==> src/rtl/cla_pipe_adder.sv <==
// Pipelined carry-lookahead adder/subtractor: one BLOCK-bit lookahead per stage,
// valid/ready stream with a single global advance enable.
module cla_pipe_adder #(
    parameter int WIDTH = 32,
    parameter int BLOCK = 8
) (
    input  logic             clk,
    input  logic             rst_n,
    input  logic             in_valid,
    output logic             in_ready,
    input  logic [WIDTH-1:0] A,
    input  logic [WIDTH-1:0] B,
    input  logic             C_in,
    input  logic             SUB,
    output logic             out_valid,
    input  logic             out_ready,
    output logic [WIDTH-1:0] S,
    output logic             C_out,
    output logic             OVF
);
    localparam int NSTG = WIDTH / BLOCK;

    // Flattened sum-of-products carries: c[i+1] = g[i] | p[i]g[i-1] | ... | p[i..0]cin
    function automatic logic [BLOCK:0] cla_carries(
        input logic [BLOCK-1:0] g,
        input logic [BLOCK-1:0] p,
        input logic             cin
    );
        logic [BLOCK:0] c;
        logic           t;
        c    = '0;
        c[0] = cin;
        for (int i = 0; i < BLOCK; i++) begin
            t = cin;
            for (int j = 0; j <= i; j++) t = t & p[j];
            c[i+1] = t;
            for (int j = 0; j <= i; j++) begin
                t = g[j];
                for (int k = j + 1; k <= i; k++) t = t & p[k];
                c[i+1] = c[i+1] | t;
            end
        end
        return c;
    endfunction

    logic             w_adv;
    logic [WIDTH-1:0] w_a   [NSTG];
    logic [WIDTH-1:0] w_b   [NSTG];
    logic [WIDTH-1:0] w_s   [NSTG];
    logic             w_cin [NSTG];
    logic             w_v   [NSTG];

    logic             r_out_valid;
    logic [WIDTH-1:0] r_s;
    logic             r_c_out;
    logic             r_ovf;

    assign w_adv     = !r_out_valid || out_ready;
    assign in_ready  = w_adv;
    assign out_valid = r_out_valid;
    assign S         = r_s;
    assign C_out     = r_c_out;
    assign OVF       = r_ovf;

    // Stage 0 sees the ports directly; B is inverted here so later stages never look at SUB.
    assign w_a[0]   = A;
    assign w_b[0]   = SUB ? ~B : B;
    assign w_s[0]   = '0;
    assign w_cin[0] = SUB ? 1'b1 : C_in;
    assign w_v[0]   = in_valid;

    genvar gi;
    generate
        for (gi = 0; gi < NSTG; gi++) begin : g_stg
            localparam int LO = gi * BLOCK;

            logic [BLOCK-1:0] w_g;
            logic [BLOCK-1:0] w_p;
            logic [BLOCK:0]   w_c;
            logic [WIDTH-1:0] w_sum;

            assign w_g = w_a[gi][LO +: BLOCK] & w_b[gi][LO +: BLOCK];
            assign w_p = w_a[gi][LO +: BLOCK] ^ w_b[gi][LO +: BLOCK];
            assign w_c = cla_carries(w_g, w_p, w_cin[gi]);

            always_comb begin
                w_sum               = w_s[gi];
                w_sum[LO +: BLOCK]  = w_p ^ w_c[BLOCK-1:0];
            end

            if (gi < NSTG - 1) begin : g_mid
                logic             r_v;
                logic             r_c;
                logic [WIDTH-1:0] r_a;
                logic [WIDTH-1:0] r_b;
                logic [WIDTH-1:0] r_sum;

                always_ff @(posedge clk or negedge rst_n) begin
                    if (!rst_n) begin
                        r_v   <= 1'b0;
                        r_c   <= 1'b0;
                        r_a   <= '0;
                        r_b   <= '0;
                        r_sum <= '0;
                    end else if (w_adv) begin
                        r_v   <= w_v[gi];
                        r_c   <= w_c[BLOCK];
                        r_a   <= w_a[gi];
                        r_b   <= w_b[gi];
                        r_sum <= w_sum;
                    end
                end

                assign w_v[gi+1]   = r_v;
                assign w_cin[gi+1] = r_c;
                assign w_a[gi+1]   = r_a;
                assign w_b[gi+1]   = r_b;
                assign w_s[gi+1]   = r_sum;
            end else begin : g_last
                // The last stage's registers are the output registers.
                always_ff @(posedge clk or negedge rst_n) begin
                    if (!rst_n) begin
                        r_out_valid <= 1'b0;
                        r_s         <= '0;
                        r_c_out     <= 1'b0;
                        r_ovf       <= 1'b0;
                    end else if (w_adv) begin
                        r_out_valid <= w_v[gi];
                        r_s         <= w_sum;
                        r_c_out     <= w_c[BLOCK];
                        r_ovf       <= w_c[BLOCK] ^ w_c[BLOCK-1];
                    end
                end
            end
        end
    endgenerate
endmodule

==> config.mk <==
export PLATFORM = sky130hd
export DESIGN_NAME = cla_pipe_adder
export DESIGN_NICKNAME = d
export VERILOG_FILES = /design/src/rtl/cla_pipe_adder.sv
export SDC_FILE = /design/constraint.sdc
export NUM_CORES = 1
export LEC_CHECK = 0
export ABC_AREA = 1
export CAP_MARGIN = 25
export CORE_AREA = 2 2 153 155
export DETAILED_ROUTE_END_ITERATION = 7
export DIE_AREA = 0 0 155 157
export REMOVE_ABC_BUFFERS = 1
export SETUP_SLACK_MARGIN = 0.02
export SLEW_MARGIN = 20
export SYNTH_ARGS = -nofsm -noshare
export SYNTH_HDL_FRONTEND = slang
export SYNTH_SLANG_ARGS = --single-unit
==> constraint.sdc <==
create_clock -name clk -period 2.3 [get_ports clk]
set_input_delay 0.23 -clock clk [delete_from_list [all_inputs] [get_ports clk]]
set_output_delay 0.23 -clock clk [all_outputs]
set_load 0.1 [all_outputs]
# Word level (Yosys, flattened, before mapping)
# Cells that the tools add are included.
# totals
regBits	281
inputBits	70
out_inout_bits	36
word_cells	325
# op_classes
n_mux	2
n_bitwise	302
reduce_logical	2
# op_table
cell	count
AND 1 bit	144
OR 1 bit	144
bitwise XOR 8 bit	8
AND 8 bit	4
2-to-1 mux 32 bit	1
NOT 32 bit	1
zero test 1 bit	1
logical OR 1 bit	1
2-to-1 mux 1 bit	1
bitwise XOR 1 bit	1

# Depth between registers and ports, before layout
# Gate-level depths: netlist of the first run.
# logic_depth
ltp_word	19
depth_mapped	18
ltp_nobuf	16

# Worst setup path after synthesis of the first run
# OpenSTA, ideal clock, no wires.
# synth_path
kind	flip-flop to flip-flop
startpoint	reg r_out_valid, in the netlist out_valid
endpoint	reg g_stg[1].g_mid.r_sum[0]
setup_ns	0.070
arrival_time_ns	2.392
required_time_ns	2.230
setup_slack_ns	-0.162
path_stages_with_launch	8
n_path_buf	2
period_less_slack_ns	2.462
cell_sequence	dfrtp_1 > inv_1 > nor2_2 > inv_2 > buf_2 > clkbuf_1 > nand2_1 > nand2_1
# synth_via
elab_chain_len	2
# synth_lines
item	line	source
start: declaration	53	logic r_out_valid;
start signal: assignment	128	r_out_valid <= w_v[gi];
zero test 1 bit	58	assign w_adv = !r_out_valid || out_ready;
logical OR 1 bit	58	
named net in_ready	10	output logic in_ready,
end signal: assignment	110	r_sum <= w_sum;
end: declaration	96	logic [WIDTH-1:0] r_sum;
# The timed path passes the listed nets, and every way through them passes these cells.
# A chain may end at the register's enable or synchronous reset.

# Final worst setup path of the first run
# layout_path
startpoint	reg g_stg[0].g_mid.r_a[8]
endpoint	reg g_stg[1].g_mid.r_sum[14]
# layout_via
elab_chain_len	14
elab_cells_between_ends	20
classes_between	bitwise: 20
# layout_lines
item	line	source
start: declaration	94	logic [WIDTH-1:0] r_a;
start signal: assignment	108	r_a <= w_a[gi];
bitwise XOR 8 bit	83	assign w_p = w_a[gi][LO +: BLOCK] ^ w_b[gi][LO +: BLOCK];
AND 1 bit (6 in a row)	35	for (int j = 0; j <= i; j++) t = t & p[j];
OR 1 bit * (6 in a row)	40	c[i+1] = c[i+1] | t;
bitwise XOR 8 bit *	88	w_sum[LO +: BLOCK] = w_p ^ w_c[BLOCK-1:0];
# Mark *: on every way between the ends. The rest lies on a longest branch, timed or not.

==> results of run 1 <==
## worst paths after layout
path | start | end | slack, ps | cells after the start
hold / removal | A[30] | g_stg[0].g_mid.r_a[30] | 330 | 3
setup reg to reg | g_stg[0].g_mid.r_a[8] | g_stg[1].g_mid.r_sum[14] | 370 | 14
setup / recovery | g_stg[0].g_mid.r_a[8] | g_stg[1].g_mid.r_sum[14] | 370 | 14
hold reg to reg | g_stg[1].g_mid.r_b[25] | g_stg[2].g_mid.r_b[25] | 460 | 2
min in group asynchronous | rst_n | g_stg[0].g_mid.r_a[10] | 360 | 2
max in group asynchronous | rst_n | g_stg[2].g_mid.r_sum[4] | 1230 | 3
## flip-flops by register name (all words and copies together), names as in the netlist
register           cells
g_stg.g_mid.r_b       48
g_stg.g_mid.r_v        3
g_stg.g_mid.r_sum     48
C_out                  1
g_stg.g_mid.r_c        3
g_stg.g_mid.r_a       48
OVF                    1
out_valid              1
S                     32
## layer usage
layer  routed length (µm)  track usage, %  vias to the layer above
met4                  206           4.630                        4
met1                 8228           19.05                     3050
li1                     -               -                     3411
met2                 7947           25.69                       80
met5                   30               0                        -
met3                  475           2.919                       18
## area by class of cell
cell class / count / area [µm²] / share of cell area (%)
Inverter: 75 / 284.0 / 2.669
Multi-Input combinational cell: 714 / 3576 / 33.60
Tap cell: 285 / 356.6 / 3.351
Clock inverter: 11 / 135.1 / 1.270
Clock buffer: 21 / 470.5 / 4.421
Timing Repair Buffer: 122 / 1190 / 11.18
Sequential cell: 185 / 4629 / 43.50
## through the flow
step	std cells	TNS (ps)	hold slack, ps	utilization (%)	cell area, µm²
2_1_floorplan	974	-906780	-65.59	-	8482
3_3_place_gp	1380	0	269.1	44.55	10030
3_5_place_dp	1380	-31.02	271.5	44.55	10030
4_1_cts	1413	0	319.3	47.29	10640
5_1_grt	1413	0	338.5	47.29	10640
6_report	1413	0	334.6	47.29	10640
## critical path, delay by kind of cell (launching register included)
| family | cells | cell delay (ps) |
|---|---|---|
| DFF | 1 | 420 |
| adders and majority gates | 2 | 510 |
| and+or+nand+nor | 10 | 710 |
| AOI/OAI and AO/OA | 2 | 170 |
## synth_stat cells (4+ instances only)
master    count  share of area (%)
buf_2        29                1.7
clkbuf_1     19               0.82
dfrtp_1     185                 53
fa_1          4               0.92
ha_1         36                5.2
inv_1        74                3.2
nand2_1     396                 17
nand2_2      20                1.4
nand3_1      43                2.5
nand4_1      19                1.4
nor2_1       39                1.7
nor3_1        6               0.34
o21ai_0      91                5.2
o21ai_1      11               0.63
xnor2_1      28                2.8
xor2_1       10                1.0
## power groups by stage
stage	combinational (W)	sequential (W)	clock, W
final	0.00725	0.00544	0.00299
after global routing	0.00813	0.00564	0.00322
after CTS	0.00735	0.00547	0.00308
after detailed placement	0.00732	0.00551	0
after global placement	0.00723	0.00549	0
after floorplan	0.00358	0.00752	0
## cells by family after synthesis
logic type | Yosys count | synth area share, %
AOI/OAI and AO/OA | 106 | 6.124
xor gates and xnor gates | 38 | 3.815
adders and majority gates | 40 | 6.081
buffers and inverters | 126 | 6.009
DFF | 185 | 53.06
and+or+nand+nor | 530 | 24.91
## repair_timing
| item | 4_1_cts | 5_1_grt |
|---|---|---|
| endpoints found under the setup margin | 0 | 0 |
| hold buffers | 1 | 0 |
| gates resized for setup | 0 | 0 |
| endpoints found under the hold margin | 59 | 0 |
==> flow_summary.ini, run 1 <==
[status]
status = completed

[global_route]
grt_overflow = 0
grt_start_max_net_pins = 120
first_global_vias = 6446
antenna_found_initial = 2
grt_first_pass_wirelength_um = 29650
grt_use_total_pct = 14.92

[setup_path]
worstSetupPathType = flop to flop
critPathArrivalTime_ps = 2240
crit_path_start_kind = flop
critPathMaxFanout = 3
path_common_cell = nand2_2
crit_path_end_kind = flop
max_stage_delay_ps = 420
crit_path_top_delay_cell = dfrtp_1
required_ps = 2610
path_cells = ha_1 > ha_1 > o21ai_1 > nand2_1 > nand2_1 > nand2_2 > nand2_2 > nand2_2 > nand2_2 > nand2_1 > nand2_2 > nand3_1 > nand3_1 > o21ai_1

[timing]
setup_viol = 0
finClkSkew_ps = 10.37
fin_crit_sh_pct = 83.78
fin_ws_ps = 373.2
finalMaxSlewViolations = 0
rsz0062_at_grt = no
hold_viol_final = 0
max_slew_margin_pct = 63.49
fmax_mhz = 519.0
fin_crit_ps = 1927
worst_slew_pin_slew_ps = 547.6

[logic_synthesis]
synth_area_um2 = 8725
synth_cell_type_count = 26
synth_edf_count = 0
yosysSeqAreaShare_pct = 53.06
synth_cells = 1025
ys_ff_latch = 185
synthFlopType = dfrtp_1
async_flop_share_pct = 100.0
synth.avg_cell_area_um2 = 8.512
yosysWarningCount = 0

[placement]
place_hpwl_um = 11330
pre_cts_slack_ps = -31.02
port_buffers = 105
place_congestion = 0.8001

[floorplan]
die_area_um2 = 24340
num_io_pins = 106
core-area_um2 = 22500
num_rows = 55
die_y_um = 157
initial_core_util_pct = 38.77
die_x_um = 155

[power]
internal_power_w = 0.008524
switchingPower_w = 0.007160
powerDensity_nw_per_um2 = 1474
totalPowerFinal_w = 0.01568
p_leak_nw = 5.261
ir_drop_uv = 647.1
pwr-share-seq_pct = 34.7
combPwrFrac_pct = 46.2
sw_frac_of_total_pct = 45.65
power_frac_clock_pct = 19.0

[clock_network]
postCtsSetupRepairBufs = 0
clk_latency_ps = 420
cts_tree = yes
path_clk_slew_ps = 70
cts_root_buffer = clkbuf_16
cts_made_buffers = 17
cts.path.max_buffers = 2
numClockSinks = 185
ctsHtreeMaxLevel = 4

[route]
drt-pass1-iter-count = 4
wl_per_cell_um = 11.95
first_iter_violations = 331
vias_per_cell = 4.645
postRouteAntennaNets = 0
routed_wl_um = 16890
vias = 6563
drc = 0

[finish]
diodes = 0
fillers = 2206
mostFrequentLayoutCells = nand2_1, dfrtp_1, o21ai_0, inv_1, clkdlybuf4s50_1
mostFrequentLayoutCell = nand2_1
drive_above_1_share_pct = 9.663
nNetsFinal = 1225
area_growth_pct = 21.97

[flow_run]
drv_cap = 0

[hold_path]
hold_class = primary input to flop
Note: power is estimated with default switching activity, not from simulation.
==> run 2: changes to the inputs <==
clock period = 1.6 ns   (was 2.3 ns; I/O delays follow)
==> flow_summary.ini, run 2 (synthesis gave the netlist of run 1 again) <==
[status]
status = complete, but fails checks
violations = setup timing

[timing]
finalMaxSlewViolations = 0
fin_ws_ps = -259.0
fin_crit_ps = 1859
worst_slew_pin_slew_ps = 406.5
setup_viol = 15
finClkSkew_ps = 12.67
max_slew_margin_pct = 72.90
rsz0062_at_grt = yes
fin_crit_sh_pct = 116.2
fmax_mhz = 537.9
hold_viol_final = 0

[clock_network]
ctsHtreeMaxLevel = 4
cts.path.max_buffers = 2
clk_latency_ps = 430
path_clk_slew_ps = 70
cts_tree = yes
numClockSinks = 185
cts_made_buffers = 17
cts_root_buffer = clkbuf_16

[power]
ir_drop_uv = 974.3
p_leak_nw = 6.014
powerDensity_nw_per_um2 = 2172

[setup_path]
path_cells = ha_1 > ha_2 > o21ai_2 > nand2_2 > nand2_2 > nand2_2 > nand2_2 > nand2_2 > nand2_2 > nand2_2 > nand2_4 > nand3_2 > nand3_1 > o21ai_1
critPathArrivalTime_ps = 2160
path_common_cell = nand2_2
required_ps = 1900
max_stage_delay_ps = 390
crit_path_end_kind = flop
cp.depth = 14
worstSetupPathType = flop to flop
crit_family = simple AND/OR/NAND/NOR gates
crit_path_top_delay_cell = dfrtp_1
crit_path_start_kind = flop
crit_buf_inv = 0
ff2ff_path_depth = 14
critPathMaxFanout = 3

[route]
drc = 0
first_iter_violations = 326
drt-pass1-iter-count = 4
wl_per_cell_um = 12.30
vias_per_cell = 4.625
postRouteAntennaNets = 0
vias = 7026
routed_wl_um = 18690

[floorplan]
num_rows = 55
die_y_um = 157
initial_core_util_pct = 38.77
num_io_pins = 106
core-area_um2 = 22500
die_area_um2 = 24340
die_x_um = 155

[finish]
drive_above_1_share_pct = 22.85
mostFrequentLayoutCells = nand2_1, dfrtp_1, buf_4, o21ai_0, inv_1
fillers = 2070
final_cell_area_um2 = 12340
stdcell_count = 1519
reg.largest.list = g_stg.g_mid.r_a x48, g_stg.g_mid.r_b x48, g_stg.g_mid.r_sum x48
area_growth_pct = 41.47
nNetsFinal = 1334
mostFrequentLayoutCell = nand2_1
finalCoreUtilization_pct = 54.85
diodes = 0

[global_route]
grt_use_total_pct = 15.74
globalRoute.busiestLayer = met2
grt_use_met3_pct = 3.111
met1_usage_pct = 20.07
grt_first_pass_wirelength_um = 31270
grt_start_max_net_pins = 48
met2_usage_pct = 26.98
grt_overflow = 0
first_global_vias = 6715
antenna_found_initial = 2

[placement]
place_congestion = 0.7941
pre_cts_slack_ps = -671.6
placed_cells = 1451
port_buffers = 105
place_hpwl_um = 12430
post_dp_cell_area_um2 = 11070

[hold_path]
hold_class = primary input to async pin

[flow_run]
drv_cap = 0
-- run 2: changes by cell type in the layout (fill, tap and decap cells not counted), moves of 7 or more --
| cell | before | now |
|---|---|---|
| buf_4 | 44 | 105 |
| buf_12 | 8 | 50 |
| ha_1 | 36 | 19 |
| nand2_1 | 396 | 384 |
| ha_4 | 0 | 11 |
| nand2_2 | 20 | 31 |
| nand3_1 | 43 | 32 |
| o21ai_0 | 91 | 80 |
| nand3_2 | 0 | 10 |
| nor2_1 | 39 | 31 |
| nor2_2 | 0 | 7 |
| o21ai_2 | 0 | 7 |
-- run 2: path summary, 6_finish.rpt --
check,endpoint,slack [ps],startpoint
setup / recovery,g_stg[1].g_mid.r_sum[14],-260,g_stg[0].g_mid.r_b[8]
hold / removal,S[8],230,rst_n
setup reg to reg,g_stg[1].g_mid.r_sum[14],-260,g_stg[0].g_mid.r_b[8]
hold reg to reg,g_stg[1].g_mid.r_b[22],460,g_stg[0].g_mid.r_b[22]
max in group asynchronous,S[29],810,rst_n
min in group clk,g_stg[0].g_mid.r_a[8],270,A[8]
-- run 2: cell type report --
cell class                      instances  area [µm²]  area share, %
Clock buffer                           18       429.2          3.477
Multi-Input combinational cell        714        3916          31.73
Tap cell                              285       356.6          2.889
Inverter                               75       286.5          2.321
Clock inverter                         11       148.9          1.206
Sequential cell                       185        4629          37.51
Timing Repair Buffer                  231        2576          20.87
-- run 2: power breakdown --
group          leakage (nW)  total [W]  switching (W)  internal (W)
clock                 0.275    0.00422        0.00178       0.00244
combinational          3.50     0.0144        0.00827       0.00617
sequential             2.24    0.00814        0.00138       0.00676
total                  6.01     0.0268         0.0114        0.0154
-- run 2: timing repair --
action                                  CTS  global route
cloned                                    0             1
resized for setup                        32            76
hold endpoints to repair                 38             0
setup buffers                            20            17
pin swaps                                30            43
endpoints found under the setup margin   25            28
hold buffers                              1             0
-- run 2: layer usage --
| metal | part of all wire, % | vias to the layer above | wire length (µm) |
|---|---|---|---|
| li1 | - | 3621 | - |
| met1 | 46 | 3295 | 8585 |
| met2 | 50 | 85 | 9342 |
| met3 | 2.6 | 21 | 488 |
| met4 | 1.3 | 4 | 247 |
| met5 | 0.14 | - | 27 |
-- run 2: worst reg2reg max path, delay by kind of cell (launching register included) --
family,cells,cell delay [ps]
AOI/OAI and AO/OA,2,190
adders and majority gates,2,490
DFF,1,390
and+or+nand+nor,10,680
-- run 2: stage by stage --
stage / total power, W / hold WS (ps) / TNS [ps]
final: 0.02681 / 231.1 / -2187
after global routing: 0.02883 / 248.9 / -4670
after CTS: 0.02601 / 237.2 / -2351
after detailed placement: 0.02116 / 137.0 / -6043
after global placement: 0.02091 / 138.9 / -5544
after floorplan: 0.01590 / -135.6 / -1036910
==> run 3: changes to the inputs <==
HOLD_SLACK_MARGIN = 0.05   (was unset)
SLEW_MARGIN = unset   (was 20)
==> results of run 3 <==
The final DEF is identical to that of run 2; final timing and power are the same.
